==> src/rtl/dds_pkg.sv <==
// Shared DDS definitions: default geometry, wave select codes and the
// voice scheduler state encoding.
// No ports. Optional feature macro used by the scheduler: VOICE_GATE_EN.
package dds_pkg;

  localparam int NUM_VOICES_DEF = 8;
  localparam int PHASE_W_DEF    = 32;
  localparam int ADDR_W_DEF     = 12;
  localparam int SAMPLE_W_DEF   = 24;

  localparam logic [2:0] WAVE_SINE    = 3'd0;
  localparam logic [2:0] WAVE_POS_SAW = 3'd1;
  localparam logic [2:0] WAVE_NEG_SAW = 3'd2;
  localparam logic [2:0] WAVE_TRI     = 3'd3;
  localparam logic [2:0] WAVE_SQ      = 3'd4;

  typedef enum logic [1:0] {
    IDLE   = 2'd0,
    ISSUE  = 2'd1,
    DRAIN  = 2'd2,
    OUTPUT = 2'd3
  } sched_state_t;

endpackage

==> src/rtl/voice_scheduler_if.sv <==
// Bundle between the voice scheduler and its neighbours: config writes
// from the SPI decoder, the shared ROM/wave_mux port and the mixed output.
// master: environment side (drives cfg_* and rom_data).
// slave : scheduler side (drives rom_addr, rom_wave_sel, mix_*, busy, overrun).
// cfg_gate exists only when VOICE_GATE_EN is defined.
interface voice_scheduler_if
  import dds_pkg::*;
#(
  parameter int NUM_VOICES = NUM_VOICES_DEF,
  parameter int PHASE_W    = PHASE_W_DEF,
  parameter int ADDR_W     = ADDR_W_DEF,
  parameter int SAMPLE_W   = SAMPLE_W_DEF
);
  localparam int VOICE_W = $clog2(NUM_VOICES);

  logic                cfg_we;
  logic [VOICE_W-1:0]  cfg_voice;
  logic [PHASE_W-1:0]  cfg_freq;
  logic [2:0]          cfg_wave;
`ifdef VOICE_GATE_EN
  logic                cfg_gate;
`endif
  logic [ADDR_W-1:0]   rom_addr;
  logic [2:0]          rom_wave_sel;
  logic [SAMPLE_W-1:0] rom_data;
  logic [SAMPLE_W-1:0] mix_out;
  logic                mix_valid;
  logic                busy;
  logic                overrun;

  modport master (
    output cfg_we, cfg_voice, cfg_freq, cfg_wave,
`ifdef VOICE_GATE_EN
    output cfg_gate,
`endif
    output rom_data,
    input  rom_addr, rom_wave_sel, mix_out, mix_valid, busy, overrun
  );

  modport slave (
    input  cfg_we, cfg_voice, cfg_freq, cfg_wave,
`ifdef VOICE_GATE_EN
    input  cfg_gate,
`endif
    input  rom_data,
    output rom_addr, rom_wave_sel, mix_out, mix_valid, busy, overrun
  );

endinterface

==> src/rtl/sample_tick_gen.sv <==
// Audio sample tick generator: counter runs 0..SAMPLE_DIV-1 and wraps; tick
// is high for the single cycle in which the counter holds SAMPLE_DIV-1.
// Ports: clk, rst (async active-high), tick (registered 1-cycle pulse).
module sample_tick_gen #(
  parameter int SAMPLE_DIV = 500
) (
  input  logic clk,
  input  logic rst,
  output logic tick
);
  localparam int CNT_W = (SAMPLE_DIV > 1) ? $clog2(SAMPLE_DIV) : 1;
  localparam logic [CNT_W-1:0] LAST = CNT_W'(SAMPLE_DIV - 1);

  logic [CNT_W-1:0] cnt_r;
  logic [CNT_W-1:0] cnt_next_s;
  logic             tick_r;

  // Next counter value with wrap at SAMPLE_DIV-1.
  always_comb begin
    if (cnt_r == LAST) begin
      cnt_next_s = '0;
    end else begin
      cnt_next_s = cnt_r + CNT_W'(1);
    end
  end

  // Counter and tick; tick is precomputed so it is high exactly while cnt_r == LAST.
  always_ff @(posedge clk or posedge rst) begin
    if (rst) begin
      cnt_r  <= '0;
      tick_r <= 1'b0;
    end else begin
      cnt_r  <= cnt_next_s;
      tick_r <= (cnt_next_s == LAST);
    end
  end

  assign tick = tick_r;

endmodule

==> src/rtl/voice_scheduler.sv <==
// Voice scheduler: per sample tick, advances NUM_VOICES phase accumulators,
// issues one shared-ROM lookup per voice, collects the returned samples after
// ROM_LATENCY edges and publishes their average on mix_out.
// Ports: clk, rst (async active-high), bus (voice_scheduler_if.slave).
// Optional feature macro: VOICE_GATE_EN (per-voice gate, gated voices frozen
// and contribute 0, frame timing unchanged).
module voice_scheduler
  import dds_pkg::*;
#(
  parameter int NUM_VOICES  = NUM_VOICES_DEF,
  parameter int PHASE_W     = PHASE_W_DEF,
  parameter int ADDR_W      = ADDR_W_DEF,
  parameter int SAMPLE_W    = SAMPLE_W_DEF,
  parameter int ROM_LATENCY = 2,
  parameter int SAMPLE_DIV  = 500
) (
  input  logic             clk,
  input  logic             rst,
  voice_scheduler_if.slave bus
);
  localparam int VOICE_W = $clog2(NUM_VOICES);
  localparam int SUM_W   = SAMPLE_W + VOICE_W;
  localparam logic [VOICE_W-1:0] LAST_VOICE = VOICE_W'(NUM_VOICES - 1);

  logic tick_s;

  sample_tick_gen #(.SAMPLE_DIV(SAMPLE_DIV)) u_tick (
    .clk  (clk),
    .rst  (rst),
    .tick (tick_s)
  );

  logic [NUM_VOICES-1:0][PHASE_W-1:0] shd_freq_r, act_freq_r, acc_r;
  logic [NUM_VOICES-1:0][2:0]         shd_wave_r, act_wave_r;
`ifdef VOICE_GATE_EN
  logic [NUM_VOICES-1:0]              shd_gate_r, act_gate_r;
  logic [ROM_LATENCY-1:0]             pipe_gate_r;
`endif
  sched_state_t           state_r;
  logic [VOICE_W-1:0]     idx_r;
  logic [ROM_LATENCY-1:0] pipe_r;
  logic [SUM_W-1:0]       sum_r;
  logic [ADDR_W-1:0]      rom_addr_r;
  logic [2:0]             rom_wave_sel_r;
  logic [SAMPLE_W-1:0]    mix_out_r;
  logic                   mix_valid_r, busy_r, overrun_r;

  logic [ROM_LATENCY-1:0] pipe_shift_s;
  logic                   capture_s;
  logic [SUM_W-1:0]       sum_add_s;

  // Shadow config: writes always land here, even on a tick cycle.
  always_ff @(posedge clk or posedge rst) begin
    if (rst) begin
      shd_freq_r <= '0;
      shd_wave_r <= '0;
`ifdef VOICE_GATE_EN
      shd_gate_r <= '0;
`endif
    end else if (bus.cfg_we) begin
      shd_freq_r[bus.cfg_voice] <= bus.cfg_freq;
      shd_wave_r[bus.cfg_voice] <= bus.cfg_wave;
`ifdef VOICE_GATE_EN
      shd_gate_r[bus.cfg_voice] <= bus.cfg_gate;
`endif
    end
  end

  // Tag pipe advance and sample accumulation; bit ROM_LATENCY-1 is the entry
  // whose rom_data is valid at the coming edge.
  always_comb begin
    pipe_shift_s = pipe_r << 1;
`ifdef VOICE_GATE_EN
    capture_s = pipe_r[ROM_LATENCY-1] & pipe_gate_r[ROM_LATENCY-1];
`else
    capture_s = pipe_r[ROM_LATENCY-1];
`endif
    if (capture_s) begin
      sum_add_s = sum_r + SUM_W'(bus.rom_data);
    end else begin
      sum_add_s = sum_r;
    end
  end

  // Frame FSM with datapath and registered outputs.
  always_ff @(posedge clk or posedge rst) begin
    if (rst) begin
      state_r        <= IDLE;
      idx_r          <= '0;
      act_freq_r     <= '0;
      act_wave_r     <= '0;
      acc_r          <= '0;
      pipe_r         <= '0;
      sum_r          <= '0;
      rom_addr_r     <= '0;
      rom_wave_sel_r <= 3'd0;
      mix_out_r      <= '0;
      mix_valid_r    <= 1'b0;
      busy_r         <= 1'b0;
      overrun_r      <= 1'b0;
`ifdef VOICE_GATE_EN
      act_gate_r     <= '0;
      pipe_gate_r    <= '0;
`endif
    end else begin
      mix_valid_r <= 1'b0;
      pipe_r      <= pipe_shift_s;
      sum_r       <= sum_add_s;
`ifdef VOICE_GATE_EN
      pipe_gate_r <= pipe_gate_r << 1;
`endif
      // A tick that arrives mid-frame is dropped but remembered.
      if (tick_s && (state_r != IDLE)) begin
        overrun_r <= 1'b1;
      end
      case (state_r)
        IDLE: begin
          if (tick_s) begin
            act_freq_r <= shd_freq_r;
            act_wave_r <= shd_wave_r;
`ifdef VOICE_GATE_EN
            act_gate_r <= shd_gate_r;
`endif
            idx_r   <= '0;
            busy_r  <= 1'b1;
            state_r <= ISSUE;
          end
        end
        ISSUE: begin
          // Address uses the pre-increment phase.
          rom_addr_r     <= acc_r[idx_r][PHASE_W-1 -: ADDR_W];
          rom_wave_sel_r <= act_wave_r[idx_r];
          pipe_r         <= pipe_shift_s | ROM_LATENCY'(1);
`ifdef VOICE_GATE_EN
          pipe_gate_r <= (pipe_gate_r << 1) | ROM_LATENCY'(act_gate_r[idx_r]);
          if (act_gate_r[idx_r]) begin
            acc_r[idx_r] <= acc_r[idx_r] + act_freq_r[idx_r];
          end
`else
          acc_r[idx_r] <= acc_r[idx_r] + act_freq_r[idx_r];
`endif
          if (idx_r == LAST_VOICE) begin
            state_r <= DRAIN;
          end else begin
            idx_r <= idx_r + VOICE_W'(1);
          end
        end
        DRAIN: begin
          // Leave once the last tagged entry exits at this edge.
          if (pipe_shift_s == '0) begin
            state_r <= OUTPUT;
          end
        end
        OUTPUT: begin
          mix_out_r   <= SAMPLE_W'(sum_r >> VOICE_W);
          mix_valid_r <= 1'b1;
          sum_r       <= '0;
          busy_r      <= 1'b0;
          state_r     <= IDLE;
        end
        default: begin
          state_r <= IDLE;
        end
      endcase
    end
  end

  assign bus.rom_addr     = rom_addr_r;
  assign bus.rom_wave_sel = rom_wave_sel_r;
  assign bus.mix_out      = mix_out_r;
  assign bus.mix_valid    = mix_valid_r;
  assign bus.busy         = busy_r;
  assign bus.overrun      = overrun_r;

endmodule

==> src/flat_wrapper.sv <==
// flat-port wrapper written by rule: the top's interface ports become plain ports
module voice_scheduler_flat import dds_pkg::*;
#(
  parameter int NUM_VOICES  = NUM_VOICES_DEF,
  parameter int PHASE_W     = PHASE_W_DEF,
  parameter int ADDR_W      = ADDR_W_DEF,
  parameter int SAMPLE_W    = SAMPLE_W_DEF,
  parameter int ROM_LATENCY = 2,
  parameter int SAMPLE_DIV  = 500
)
  (clk, rst, bus_cfg_we, bus_cfg_voice, bus_cfg_freq, bus_cfg_wave, bus_rom_data, bus_rom_addr, bus_rom_wave_sel, bus_mix_out, bus_mix_valid, bus_busy, bus_overrun);
  voice_scheduler_if #(.NUM_VOICES(NUM_VOICES), .PHASE_W(PHASE_W), .ADDR_W(ADDR_W), .SAMPLE_W(SAMPLE_W)) bus_i ();
  input  logic clk;
  input  logic rst;
  input wire logic [$bits(bus_i.cfg_we)-1:0] bus_cfg_we;
  input wire logic [$bits(bus_i.cfg_voice)-1:0] bus_cfg_voice;
  input wire logic [$bits(bus_i.cfg_freq)-1:0] bus_cfg_freq;
  input wire logic [$bits(bus_i.cfg_wave)-1:0] bus_cfg_wave;
  input wire logic [$bits(bus_i.rom_data)-1:0] bus_rom_data;
  output wire logic [$bits(bus_i.rom_addr)-1:0] bus_rom_addr;
  output wire logic [$bits(bus_i.rom_wave_sel)-1:0] bus_rom_wave_sel;
  output wire logic [$bits(bus_i.mix_out)-1:0] bus_mix_out;
  output wire logic [$bits(bus_i.mix_valid)-1:0] bus_mix_valid;
  output wire logic [$bits(bus_i.busy)-1:0] bus_busy;
  output wire logic [$bits(bus_i.overrun)-1:0] bus_overrun;
  assign bus_i.cfg_we = bus_cfg_we;
  assign bus_i.cfg_voice = bus_cfg_voice;
  assign bus_i.cfg_freq = bus_cfg_freq;
  assign bus_i.cfg_wave = bus_cfg_wave;
  assign bus_i.rom_data = bus_rom_data;
  assign bus_rom_addr = bus_i.rom_addr;
  assign bus_rom_wave_sel = bus_i.rom_wave_sel;
  assign bus_mix_out = bus_i.mix_out;
  assign bus_mix_valid = bus_i.mix_valid;
  assign bus_busy = bus_i.busy;
  assign bus_overrun = bus_i.overrun;
  voice_scheduler #(.NUM_VOICES(NUM_VOICES), .PHASE_W(PHASE_W), .ADDR_W(ADDR_W), .SAMPLE_W(SAMPLE_W), .ROM_LATENCY(ROM_LATENCY), .SAMPLE_DIV(SAMPLE_DIV)) u_core (.clk(clk), .rst(rst), .bus(bus_i));
endmodule
==> config.mk <==
export PLATFORM = sky130hd
export DESIGN_NAME = voice_scheduler_flat
export DESIGN_NICKNAME = d
export VERILOG_FILES = /design/src/rtl/dds_pkg.sv /design/src/rtl/voice_scheduler_if.sv /design/src/rtl/sample_tick_gen.sv /design/src/rtl/voice_scheduler.sv /design/src/flat_wrapper.sv
export SDC_FILE = /design/constraint.sdc
export NUM_CORES = 2
export LEC_CHECK = 0
export CAP_MARGIN = 25
export CORE_MARGIN = 4
export CORE_UTILIZATION = 33
export DETAILED_ROUTE_END_ITERATION = 16
export PLACE_DENSITY = 0.59
export SLEW_MARGIN = 20
export SYNTH_ARGS = -nofsm -noshare
export SYNTH_HDL_FRONTEND = slang
export SYNTH_SLANG_ARGS = --single-unit
export TNS_END_PERCENT = 100
==> constraint.sdc <==
create_clock -name clk -period 44.1 [get_ports clk]
set_input_delay 8.82 -clock clk [delete_from_list [all_inputs] [get_ports clk]]
set_output_delay 8.82 -clock clk [all_outputs]
set_load 0.02 [all_outputs]
==> After elaboration in Yosys (flattened, before gate mapping) <==
Cells that the tools add are included.
{ "op_classes": {"add_sub_neg": 4, "n_mux": 29, "n_reduce_logical": 13, "magnitude_cmp": 4, "eq_ne": 10} }
{ "op_table": {"columns": ["cell", "count"], "rows": [
  ["256-bit bitwise mux", 2],
  ["32-bit binary-select mux with 3-bit select", 2],
  ["32-bit demux with 3-bit select", 2],
  ["32-bit 2-to-1 mux", 4],
  ["27-bit 2-to-1 mux", 2],
  ["32-bit adder", 1],
  ["27-bit by 24-bit adder with 27-bit output", 1],
  ["24-bit bitwise mux", 1],
  ["9-bit == test, second input constant", 2],
  ["3-bit 2-to-1 mux", 4],
  ["9-bit by 1-bit adder with 9-bit output, second input constant", 1],
  ["3-bit binary-select mux with 3-bit select", 1],
  ["3-bit demux with 3-bit select", 1],
  ["9-bit 2-to-1 mux", 1],
  ["3-bit by 4-bit < comparator with 1-bit output, second input constant", 2],
  ["2-bit one-hot mux with 4 select lines", 1],
  ["2-bit nonzero test", 4],
  ["3-bit by 1-bit greater-or-equal comparator with 1-bit output, second input constant", 2],
  ["2-bit 2-to-1 mux", 3],
  ["3-bit one-hot mux with 2 select lines", 1],
  ["3-bit AND reduction", 2],
  ["2-bit == test, second input constant", 2],
  ["2-bit zero test", 2],
  ["2-bit by 1-bit != test with 1-bit output, second input constant", 2],
  ["8 further kinds", 14]
]} }
{ "totals": {"out_inout_bits": 42, "ff_bits": 902, "wordCells": 112} }

==> Depth between registers and ports, before layout <==
{ "depth": {"word_depth": 5, "ltp_mapped": 18, "mapped_depth_nobuf": 14} }

==> Modules after synthesis <==
From an unflattened synthesis, not the netlist that was laid out.
{ "hier_totals": {"cells_unflattened": 2946, "area_unflattened_um2": 40159.8} }
{ "by_module_without_submodules": {"columns": ["module", "instances", "area_per_inst_um2", "cells_per_inst"], "rows": [
  ["voice_scheduler", 1, 39655.5, 2894],
  ["sample_tick_gen", 1, 504.2, 52]
]} }

==> Worst setup path before layout <==
OpenSTA, ideal clock, no wires.
{ "synth_timing": {"path_type": "input -> register", "startpoint": "in bus_rom_data[0]", "endpoint": "reg u_core.sum_r[26]", "slack_ns": 33.010, "required_time_ns": 44.034, "path_buffers": 0, "cell_stages": 11, "t_arrival_ns": 11.024, "path_cell_list": "ha_1 inv_1 fa_1 nor2b_1 o31a_1 o211ai_1 nand2_1 a221oi_2 o41a_1 or4_1 nand2_1"} }
{ "synth_between": {"elab_chain_cells": 3} }
{ "synth_rtl": {"columns": ["element", "line", "source"], "rows": [
  ["from (decl)", "flat_wrapper.sv:19", "input wire logic [$bits(bus_i.rom_data)-1:0] bus_rom_data;"],
  ["27-bit by 24-bit adder with 27-bit output", "voice_scheduler.sv:79", "sum_add_s = sum_r + SUM_W'(bus.rom_data);"],
  ["27-bit 2-to-1 mux", "voice_scheduler.sv:78", "if (capture_s) begin"],
  ["27-bit 2-to-1 mux", "voice_scheduler.sv:116", "case (state_r)"],
  ["to (signal assigned)", "voice_scheduler.sv:108", "sum_r <= sum_add_s;"],
  ["to (decl)", "voice_scheduler.sv:42", "logic [SUM_W-1:0] sum_r;"]
]} }
No other way between the ends. The select of a mux whose other input is x is not followed.
A chain may end at the register's enable or synchronous reset.

==> reports/qor.yml <==
clocking:
  numCtsBuffers: 100
  worstSkewPairLatency_ns: 0.68
  hold_buffers: 0
  htree_num_levels: 3
  cts_root_buffer: "clkbuf_16"
  cts_tree: "yes"
  ctsResizeCount: 0
  clk_pin_slew_ns: 0.06
  clockBufferDepth: 3
  clock-sinks: 902
  postCtsSetupRepairBufs: 0
finish:
  fin_cells: 4867
  fin_area_mm2: 0.0465
  areaGrowthSynthToFinish_pct: 15.6
  nNetsFinal: 3306
  drive_gt1_share_pct: 30.3
yosys:
  synthDistinctLibCells: 75
  synth.net_count: 3236
  synth_edf_count: 0
  yosysWarnings: 0
  ys_async_sr_fraction_pct: 100
  avgSynthCellArea_um2: 12.9
  ys_seq_area_share_pct: 56.1
  ys_ff_latch: 902
  synth_cells: 3106
  ys.flop_type: "dfrtp_1"
  netlist_area_mm2: 0.0402
floorplan:
  initial_core_util_pct: 33.4
  num_rows: 127
  die_area_mm2: 0.127
  io_pins: 107
  die_width_um: 357
  core_mm2: 0.120
  die_h_um: 357
pwr:
  p_sw_share_pct: 22.2
  power_switching_uw: 416
  vdd_drop_max_mv: 0.0344
  power_frac_comb_pct: 5.2
  p_int_mw: 1.46
  leakage_nw: 20.9
  power_frac_seq_pct: 48.5
  power.density_mw_per_mm2: 40.3
  clockPowerShare_pct: 46.2
timing:
  hold_viol: 0
  relSlewSlack_pct: 19.2
  timing.final.crit_share_pct: 28.0
  period_needed_ns: 12.34
  finalSetupViolations: 0
  worst_pin_slew_ns: 1.21
  finalMaxSlewViolations: 0
  fin_skew_ns: 0.0511
  fmax_mhz: 81.0
  timing.setup.tns_ns: 0
  rsz0062_at_grt: "false"
grt:
  antenna_found_initial: 4
  grt-ovfl-total: 0
  grt_usage_pct: 14.2
  grt_pass1_vias: 25100
  grt_max_degree: 182
  grt_pass1_wl_mm: 144
place:
  post-dp-hpwl_mm: 52.0
  place_inst: 4684
  io_buffers: 106
  gp_congestion: 0.773
  post_dp_cell_area_mm2: 0.0429
route:
  dr.pass1.iters: 4
  postRouteAntennaNets: 0
  via_per_inst: 4.97
  routed-via-count: 24200
  drt-initial-drc-count: 1362
  drt-wirelength-per-cell_um: 18.4
  drt_wl_total_mm: 89.6
  drcViolationCount: 0
worst_setup_path:
  path_cells: "clkdlybuf4s50_1 -> inv_8 -> buf_4 -> buf_4 -> buf_16 -> buf_4 -> buf_4"
  worst-path-max-fanout: 93
  max_stage_delay_ns: 0.83
  cp_data_arrival_time_ns: 13.04
  crit_path_top_delay_cell: "buf_4"
  criticalPathCategory: "in2async"
  endpoint_kind: "asynchronous set/reset pin"
  cp_common_cell: "buf_4"
  required_ns: 44.80
  worstSetupStartpointType: "input pin"
flow_run:
  maxCapViolCount: 0
min_path:
  min_path_type: "reg2reg"
run_status:
  outcome: "finished clean"
-- metal layers --
layer	vias to the layer above	global-route usage [%]	part of all wire [%]
met4	4	3.33	1.6
met2	305	23.4	47
met5	-	0	0.030
li1	11300	-	-
met1	12500	19.5	47
met3	109	2.56	4.0
-- power by group through the flow --
stage / registers (mW) / logic (mW) / clock network (mW)
4_1_cts: 0.910 / 0.100 / 0.892
5_1_grt: 0.917 / 0.111 / 0.926
3_3_place_gp: 0.923 / 0.0975 / 0
3_5_place_dp: 0.925 / 0.100 / 0
2_1_floorplan: 0.920 / 0.0753 / 0
6_report: 0.910 / 0.0982 / 0.866
-- final cells by class --
class | count | area (µm²)
Clock buffer | 141 | 2900
Multi-Input combinational cell | 1998 | 16800
Antenna cell | 3 | 7.51
Tap cell | 1612 | 2020
Timing Repair Buffer | 148 | 1450
Clock inverter | 37 | 563
Sequential cell | 902 | 22600
Inverter | 26 | 105
Fill cell | 11600 | 74000
-- metrics by stage --
| stage | hold slack [ns] | power [mW] | util (%) | worst slack, ns |
|---|---|---|---|---|
| 4_1_cts | 0.402 | 1.90 | 38.5 | 31.34 |
| 2_1_floorplan | 0.355 | 0.995 | - | 9.92 |
| 5_1_grt | 0.405 | 1.95 | 38.6 | 31.11 |
| 3_5_place_dp | 0.388 | 1.02 | 35.7 | 30.60 |
| 6_report | 0.402 | 1.87 | 38.6 | 31.76 |
| 3_3_place_gp | 0.387 | 1.02 | 35.7 | 30.58 |
-- cell usage in the layout, fill, tap and decap left out, types with 14 or more instances in the layout --
master,synthesis,final
nand3_1,23,23
clkdlybuf4s50_1,0,106
mux2i_1,18,18
nand2b_1,16,16
nor3_1,19,17
nand4_1,14,14
a21o_1,28,28
xnor2_1,22,22
ha_1,63,61
clkbuf_8,2,20
clkbuf_1,141,19
clkinv_2,0,17
nand2_1,441,440
mux4_2,134,134
o21a_1,15,15
xor2_1,20,20
a21oi_1,63,63
dfrtp_1,902,899
inv_1,25,24
clkbuf_16,0,102
buf_4,0,37
mux2_2,603,603
nor2_1,114,114
o21ai_0,254,254
-- cells in the mapped netlist (7+ instances only) --
cell type  number  area share (%)
nor2_1        114             1.1
a21oi_1        63            0.78
dfrtp_1       902              56
o21ai_0       254             3.2
a21o_1         28            0.52
nand2b_1       16            0.25
nor2b_1         9            0.14
ha_1           63             2.0
xnor2_1        22            0.48
o21a_1         15            0.28
mux4_2        134             7.5
xor2_1         20            0.44
nor3_1         19            0.24
o21ai_2         9            0.20
nand3_1        23            0.29
buf_1          19            0.18
nand2_1       441             4.1
clkbuf_1      141             1.3
mux2i_1        18            0.45
and3_1          7            0.11
o31ai_1        10            0.19
nand4_1        14            0.22
a31oi_1         7            0.11
inv_1          25            0.23
mux2_2        603              17
buf_2          17            0.21
o211ai_1        9            0.17
a22oi_1         9            0.17
-- path summary, 6_finish.rpt --
check	startpoint	end	slack, ns	cells after the start
setup / recovery	rst	u_core.act_freq_r[63]$_DFFE_PP0P_	31.76	7
hold / removal	u_core.pipe_r[0]$_DFF_PP0_	u_core.pipe_r[1]$_DFF_PP0_	0.40	0
setup reg to reg	u_core.idx_r[0]$_DFFE_PP0P_	u_core.acc_r[220]$_DFFE_PP0P_	38.21	14
hold reg to reg	u_core.pipe_r[0]$_DFF_PP0_	u_core.pipe_r[1]$_DFF_PP0_	0.40	0
max in group clk	bus_rom_data[0]	u_core.sum_r[26]$_DFFE_PP0P_	32.91	12
min in group asynchronous	rst	u_core.sum_r[8]$_DFFE_PP0P_	8.66	2
-- state kept, by name (all words and copies together) (netlist names) --
name                     cells
u_core.acc_r               256
u_core.act_freq_r          256
u_core.act_wave_r           24
u_core.bus.busy              1
u_core.bus.mix_out          24
u_core.bus.mix_valid         1
u_core.bus.overrun           1
u_core.bus.rom_addr         12
u_core.bus.rom_wave_sel      3
u_core.idx_r                 3
u_core.pipe_r                2
u_core.shd_freq_r          256
u_core.shd_wave_r           24
u_core.state_r               2
u_core.sum_r                27
u_core.u_tick.cnt_r          9
u_core.u_tick.tick           1
-- kinds of logic after synthesis --
| logic type | Yosys count | synth area share (%) |
|---|---|---|
| simple gates | 684 | 7.21 |
| buf+inv | 206 | 2.04 |
| flops | 902 | 56.1 |
| mux | 756 | 24.9 |
| fa+ha+maj | 65 | 2.06 |
| xor+xnor | 43 | 0.955 |
| compound gates | 450 | 6.69 |
-- critical path: cells and delay by family --
kind	cells	cell delay, ns
buffers and inverters	7	3.95
Note: power is estimated with default switching activity, not from simulation.
